$ cat config.mk
export PLATFORM = sky130hd
export DESIGN_NAME = sc_statemachine_frog_game
export DESIGN_NICKNAME = d
export VERILOG_FILES = /design/src/rtl/frog_game_pkg.sv /design/src/rtl/sc_edge_detect.sv /design/src/rtl/sc_statemachine_frog_game.sv
export SDC_FILE = /design/constraint.sdc
export NUM_CORES = 1
export LEC_CHECK = 0
export CAP_MARGIN = 20
export CORE_MARGIN = 4
export CORE_UTILIZATION = 30
export CTS_CLUSTER_SIZE = 12
export DETAILED_ROUTE_END_ITERATION = 8
export GPL_ROUTABILITY_DRIVEN = 0
export SLEW_MARGIN = 20
export SYNTH_ARGS = -nofsm -noshare
export SYNTH_HDL_FRONTEND = slang
export SYNTH_SLANG_ARGS = --single-unit
$ cat constraint.sdc
create_clock -name SC_STATEMACHINE_FROG_GAME_CLOCK_50 -period 2.6 [get_ports SC_STATEMACHINE_FROG_GAME_CLOCK_50]
set_clock_uncertainty 0.05 [all_clocks]
set_input_delay 0.52 -clock SC_STATEMACHINE_FROG_GAME_CLOCK_50 [delete_from_list [all_inputs] [get_ports SC_STATEMACHINE_FROG_GAME_CLOCK_50]]
set_output_delay 0.52 -clock SC_STATEMACHINE_FROG_GAME_CLOCK_50 [all_outputs]
set_load 0.02 [all_outputs]
$ cat src/rtl/frog_game_pkg.sv
// Shared types and constants for the frog game controller: state codes,
// output widths, button/move ordering and the move priority picker.
package frog_game_pkg;

  typedef enum logic [2:0] {
    ST_IDLE = 3'd0,
    ST_PLAY = 3'd1,
    ST_HIT  = 3'd2,
    ST_WIN  = 3'd3,
    ST_OVER = 3'd4
  } state_e;

  localparam int LIVES_W   = 2;
  localparam int SCORE_W   = 8;
  localparam int LIVES_MAX = 3;
  localparam int SCORE_MAX = 255;

  // Button / move vector ordering; lower index wins when several edges coincide.
  localparam int NUM_BTN  = 4;
  localparam int MV_UP    = 0;
  localparam int MV_DOWN  = 1;
  localparam int MV_LEFT  = 2;
  localparam int MV_RIGHT = 3;

  function automatic logic [NUM_BTN-1:0] pick_move(input logic [NUM_BTN-1:0] edges);
    logic [NUM_BTN-1:0] mv;
    mv = '0;
    if      (edges[MV_UP])    mv[MV_UP]    = 1'b1;
    else if (edges[MV_DOWN])  mv[MV_DOWN]  = 1'b1;
    else if (edges[MV_LEFT])  mv[MV_LEFT]  = 1'b1;
    else if (edges[MV_RIGHT]) mv[MV_RIGHT] = 1'b1;
    return mv;
  endfunction

  function automatic logic [LIVES_W-1:0] clamp_lives(input int n);
    if (n > LIVES_MAX) return LIVES_W'(LIVES_MAX);
    if (n < 1)         return LIVES_W'(1);
    return LIVES_W'(n);
  endfunction

endpackage

$ cat src/rtl/sc_edge_detect.sv
// Two-flop button sampler; o_edge is high for one cycle after the button
// is first seen high, so a held button produces a single edge.
module sc_edge_detect (
  input  logic i_clk,
  input  logic i_rst,
  input  logic i_btn,
  output logic o_edge
);

  logic r_d1, r_d2;

  always_ff @(posedge i_clk) begin
    if (i_rst) begin
      r_d1 <= 1'b0;
      r_d2 <= 1'b0;
    end else begin
      r_d1 <= i_btn;
      r_d2 <= r_d1;
    end
  end

  assign o_edge = r_d1 & ~r_d2;

endmodule

$ cat src/rtl/sc_statemachine_frog_game.sv
// Frog game control FSM: move issue with cooldown, collision/HIT handling,
// lives and win/over. Optional score counter under SC_FROG_GAME_SCORE_EN.
module sc_statemachine_frog_game
  import frog_game_pkg::*;
#(
  parameter int LIVES_INIT      = 3,
  parameter int COOLDOWN_CYCLES = 12500000,
  parameter int HIT_CYCLES      = 25000000,
  parameter int CNT_WIDTH       = 26
) (
  input  logic               SC_STATEMACHINE_FROG_GAME_CLOCK_50,
  input  logic               SC_STATEMACHINE_FROG_GAME_RESET,
  input  logic               SC_STATEMACHINE_FROG_GAME_START,
  input  logic               SC_STATEMACHINE_FROG_GAME_BTN_UP,
  input  logic               SC_STATEMACHINE_FROG_GAME_BTN_DOWN,
  input  logic               SC_STATEMACHINE_FROG_GAME_BTN_LEFT,
  input  logic               SC_STATEMACHINE_FROG_GAME_BTN_RIGHT,
  input  logic               SC_STATEMACHINE_FROG_GAME_COLLISION,
  input  logic               SC_STATEMACHINE_FROG_GAME_GOAL,
  output logic               SC_STATEMACHINE_FROG_GAME_MOV_UP,
  output logic               SC_STATEMACHINE_FROG_GAME_MOV_DOWN,
  output logic               SC_STATEMACHINE_FROG_GAME_MOV_LEFT,
  output logic               SC_STATEMACHINE_FROG_GAME_MOV_RIGHT,
  output logic               SC_STATEMACHINE_FROG_GAME_INI,
  output logic [LIVES_W-1:0] SC_STATEMACHINE_FROG_GAME_LIVES,
  output logic [2:0]         SC_STATEMACHINE_FROG_GAME_STATE,
  output logic [SCORE_W-1:0] SC_STATEMACHINE_FROG_GAME_SCORE
);

  localparam logic [CNT_WIDTH-1:0] L_COOL       = CNT_WIDTH'(COOLDOWN_CYCLES - 1);
  localparam logic [CNT_WIDTH-1:0] L_HIT        = CNT_WIDTH'(HIT_CYCLES - 1);
  localparam logic [LIVES_W-1:0]   L_LIVES_INIT = clamp_lives(LIVES_INIT);

  logic                 w_clk, w_rst;
  logic [NUM_BTN-1:0]   w_btn, w_edge;

  state_e               r_state, w_state_nxt;
  logic [LIVES_W-1:0]   r_lives, w_lives_nxt;
  logic [CNT_WIDTH-1:0] r_cnt,   w_cnt_nxt;
  logic [NUM_BTN-1:0]   r_mov,   w_mov_nxt;
  logic                 r_ini,   w_ini_nxt;

  assign w_clk = SC_STATEMACHINE_FROG_GAME_CLOCK_50;
  assign w_rst = SC_STATEMACHINE_FROG_GAME_RESET;

  assign w_btn[MV_UP]    = SC_STATEMACHINE_FROG_GAME_BTN_UP;
  assign w_btn[MV_DOWN]  = SC_STATEMACHINE_FROG_GAME_BTN_DOWN;
  assign w_btn[MV_LEFT]  = SC_STATEMACHINE_FROG_GAME_BTN_LEFT;
  assign w_btn[MV_RIGHT] = SC_STATEMACHINE_FROG_GAME_BTN_RIGHT;

  sc_edge_detect u_edge [NUM_BTN-1:0] (
    .i_clk  (w_clk),
    .i_rst  (w_rst),
    .i_btn  (w_btn),
    .o_edge (w_edge)
  );

  always_ff @(posedge w_clk) begin
    if (w_rst) begin
      r_state <= ST_IDLE;
      r_lives <= '0;
      r_cnt   <= '0;
      r_mov   <= '0;
      r_ini   <= 1'b0;
    end else begin
      r_state <= w_state_nxt;
      r_lives <= w_lives_nxt;
      r_cnt   <= w_cnt_nxt;
      r_mov   <= w_mov_nxt;
      r_ini   <= w_ini_nxt;
    end
  end

  // One counter serves both the move cooldown and the HIT dwell time.
  always_comb begin
    w_state_nxt = r_state;
    w_lives_nxt = r_lives;
    w_cnt_nxt   = (r_cnt != '0) ? r_cnt - CNT_WIDTH'(1) : r_cnt;
    w_mov_nxt   = '0;
    w_ini_nxt   = 1'b0;
    case (r_state)
      ST_IDLE, ST_WIN, ST_OVER: begin
        if (SC_STATEMACHINE_FROG_GAME_START) begin
          w_state_nxt = ST_PLAY;
          w_lives_nxt = L_LIVES_INIT;
          w_ini_nxt   = 1'b1;
          w_cnt_nxt   = '0;
        end
      end
      ST_PLAY: begin
        if (SC_STATEMACHINE_FROG_GAME_COLLISION) begin
          w_state_nxt = ST_HIT;
          w_lives_nxt = (r_lives != '0) ? r_lives - LIVES_W'(1) : r_lives;
          w_ini_nxt   = 1'b1;
          w_cnt_nxt   = L_HIT;
        end else if (SC_STATEMACHINE_FROG_GAME_GOAL) begin
          w_state_nxt = ST_WIN;
        end else if (r_cnt == '0 && |w_edge) begin
          w_mov_nxt = pick_move(w_edge);
          w_cnt_nxt = L_COOL;
        end
      end
      ST_HIT: begin
        if (r_cnt == '0) w_state_nxt = (r_lives != '0) ? ST_PLAY : ST_OVER;
      end
      default: w_state_nxt = ST_IDLE;
    endcase
  end

  assign SC_STATEMACHINE_FROG_GAME_MOV_UP    = r_mov[MV_UP];
  assign SC_STATEMACHINE_FROG_GAME_MOV_DOWN  = r_mov[MV_DOWN];
  assign SC_STATEMACHINE_FROG_GAME_MOV_LEFT  = r_mov[MV_LEFT];
  assign SC_STATEMACHINE_FROG_GAME_MOV_RIGHT = r_mov[MV_RIGHT];
  assign SC_STATEMACHINE_FROG_GAME_INI       = r_ini;
  assign SC_STATEMACHINE_FROG_GAME_LIVES     = r_lives;
  assign SC_STATEMACHINE_FROG_GAME_STATE     = r_state;

`ifdef SC_FROG_GAME_SCORE_EN
  logic               w_win;
  logic [SCORE_W-1:0] r_score;

  assign w_win = (r_state == ST_PLAY) && (w_state_nxt == ST_WIN);

  always_ff @(posedge w_clk) begin
    if (w_rst)                                            r_score <= '0;
    else if (w_win && r_score != SCORE_W'(SCORE_MAX))     r_score <= r_score + SCORE_W'(1);
  end

  assign SC_STATEMACHINE_FROG_GAME_SCORE = r_score;
`else
  assign SC_STATEMACHINE_FROG_GAME_SCORE = '0;
`endif

endmodule

==> flow_metrics.py <==
metrics = {
    "run": {
        "maxCapViolations": 0,
    },
    "critical_path": {
        "cp.required_ns": 2.76,
        "cp-end-kind": "flip-flop",
        "critPathLaunchType": "flip-flop",
        "arrival_ns": 2.61,
        "critical_path_class": "flip-flop to flip-flop",
        "path_max_fanout": 19,
    },
    "cts": {
        "cts_tree": "built",
        "clock_latency_ns": 0.29,
        "htree_num_levels": 2,
        "root_buffer": "clkbuf_8",
        "cts_buffers": 5,
        "clock_sinks": 44,
        "hold_buffers": 0,
        "path_clk_slew_ns": 0.08,
        "clock_path_buffers": 2,
    },
    "sta": {
        "fin_crit_sh_pct": 94.07,
        "finalCriticalPeriod_ns": 2.446,
        "setup_viol": 0,
        "rsz0062_at_grt": "no",
        "finalMaxSlewViolations": 0,
        "finalHoldViolCount": 0,
        "fmax_mhz": 408.9,
        "whs_ns": 0.4236,
        "tns_ns": 0,
    },
    "final_layout": {
        "syn2layout_area_growth_pct": 14.50,
        "fin_nets": 284,
        "final_cell_area_um2": 2559,
        "diodes": 0,
        "finalNonFillerCells": 371,
        "drive_gt1_share_pct": 9.191,
    },
    "logic_synthesis": {
        "ys_top_cells_by_count": "44 x dfxtp_1, 19 x nor2_1, 18 x xor2_1",
        "ys_seq_area_share_pct": 39.42,
        "syn_area_um2": 2235,
        "synthArstFlopShare_pct": 0,
        "synth_edf_count": 0,
        "synth.top_cell.area_share_pct": 39.42,
        "ys_warn_count": 0,
        "synthCells": 254,
        "yosysTopAreaCell": "dfxtp_1",
        "yosysMostFrequentCell": "dfxtp_1",
        "ys_ff_latch": 44,
        "synth_cell_types": 49,
        "synthFlopType": "dfxtp_1",
        "synth_area_leaders": "dfxtp_1 39%, xor2_1 7.1%, o21ai_0 3.8%, nor2b_1 3.6%, nor2_1 3.2%",
        "syn_area_per_cell_um2": 8.798,
    },
    "grt": {
        "grt_max_degree": 20,
        "antenna_found_initial": 0,
        "grt_use_total_pct": 11.18,
        "busiest_layer": "met2",
        "grt_use_met1_pct": 14.82,
        "grt_pass1_wl_mm": 7.845,
        "grt_use_met3_pct": 3.125,
        "grt_overflow": 0,
        "grt_pass1_vias": 1699,
        "grtUsageMet2_pct": 17.61,
    },
    "pwr": {
        "p_leak_nw": 0.9268,
        "p_per_area_nw_per_um2": 1355,
        "ir_drop_mv": 0.5980,
    },
    "floorplanning": {
        "start_util_pct": 30.81,
        "core_um2": 7253,
        "rows": 31,
        "die_area_um2": 8893,
        "die_h_um": 94.31,
        "io_pins": 27,
        "die_x_um": 94.31,
    },
    "detailed_routing": {
        "num_vias": 1803,
        "vias_per_cell": 4.860,
        "wl_mm": 4.704,
        "dr.first_iter.drc_count": 74,
        "drc": 0,
        "wl_per_cell_um": 12.68,
        "dr.pass1.iters": 4,
        "ant_nets": 0,
    },
    "min_path": {
        "holdCritPathClass": "flip-flop to flip-flop",
    },
    "placement": {
        "placed_area_um2": 2480,
        "portBuffers": 18,
        "hpwl_mm": 3.440,
        "dp_cells": 364,
    },
    "status": {
        "outcome": "completed",
    },
}
[cell type report]
cell class / instances / area (um2)
Clock buffer: 6 / 72.57
Sequential cell: 44 / 880.8
Multi-Input combinational cell: 190 / 1225
Fill cell: 753 / 4695
Timing Repair Buffer: 24 / 225.2
Tap cell: 99 / 123.9
Clock inverter: 1 / 5.005
Inverter: 7 / 26.28
[cells by family (layout without fill, tap and decap cells)]
| kind of cell | after synthesis | count (layout) | synth area share (%) |
|---|---|---|---|
| other | 1 | 8 | 0.1678 |
| muxes | 1 | 1 | 0.5039 |
| AOI/OAI and AO/OA | 49 | 49 | 13.49 |
| DFF | 44 | 44 | 39.42 |
| buffers and inverters | 27 | 38 | 6.999 |
| xor gates and xnor gates | 22 | 22 | 8.622 |
| and+or+nand+nor | 107 | 107 | 29.12 |
| adders and majority gates | 3 | 3 | 1.680 |
[through the flow]
| step | util (%) | setup slack (ns) | power (mW) |
|---|---|---|---|
| floorplan | - | 0.2231 | 2.713 |
| global placement | 34.19 | 0.1547 | 3.056 |
| detailed placement | 34.19 | 0.08405 | 3.078 |
| CTS | 35.26 | 0.07445 | 3.496 |
| global route | 35.28 | 0.02345 | 3.804 |
| finish | 35.28 | 0.1543 | 3.468 |
[report_power, final]
part           switching [mW]  total, mW  leakage, nW  internal (mW)
logic                    1.20       2.02        0.525          0.825
registers               0.187       1.05        0.361          0.861
clock network           0.214      0.397       0.0410          0.183
[cells in the final DEF, fill, tap and decap left out, types with 11 or more instances in the layout]
cell,count
o21ai_0,17
xor2_1,18
clkdlybuf4s50_1,18
nor2_1,19
nand3_1,12
nor3_1,11
dfxtp_1,44
nor2b_1,13
[what timing repair did]
action / in CTS / in global routing
buffers inserted: 0 / 0
endpoints found under the setup margin: 0 / 14
gates resized for setup: 0 / 1
[critical path, stage by stage (launching register included)]
cell and delay [ns]:
dfxtp_1 0.37, or4_1 0.69, or4_4 0.71, nor2_4 0.19
nand4b_1 0.13, a211oi_2 0.23
[registers in the layout (all words and copies together), names as in the netlist]
register,flops
SC_STATEMACHINE_FROG_GAME_LIVES,2
r_cnt,26
u_edge.r_d2,4
SC_STATEMACHINE_FROG_GAME_STATE,3
SC_STATEMACHINE_FROG_GAME_INI,1
r_mov,4
u_edge.r_d1,4
[layer usage]
| layer | part of all wire [%] | vias up |
|---|---|---|
| met5 | 0 | - |
| met4 | 1.1 | 0 |
| met3 | 3.9 | 4 |
| met2 | 47 | 37 |
| met1 | 48 | 836 |
| li1 | - | 926 |
[worst paths after layout]
path	startpoint	end	slack, ns	cells past startpoint
worst max-delay path	r_cnt[12]	SC_STATEMACHINE_FROG_GAME_STATE[2]	0.15	5
worst min-delay path	u_edge[3].r_d1	u_edge[3].r_d2	0.42	1
worst max register to register	r_cnt[12]	SC_STATEMACHINE_FROG_GAME_STATE[2]	0.15	5
worst min register to register	u_edge[3].r_d1	u_edge[3].r_d2	0.42	1
Note: power is estimated with default switching activity, not from simulation.
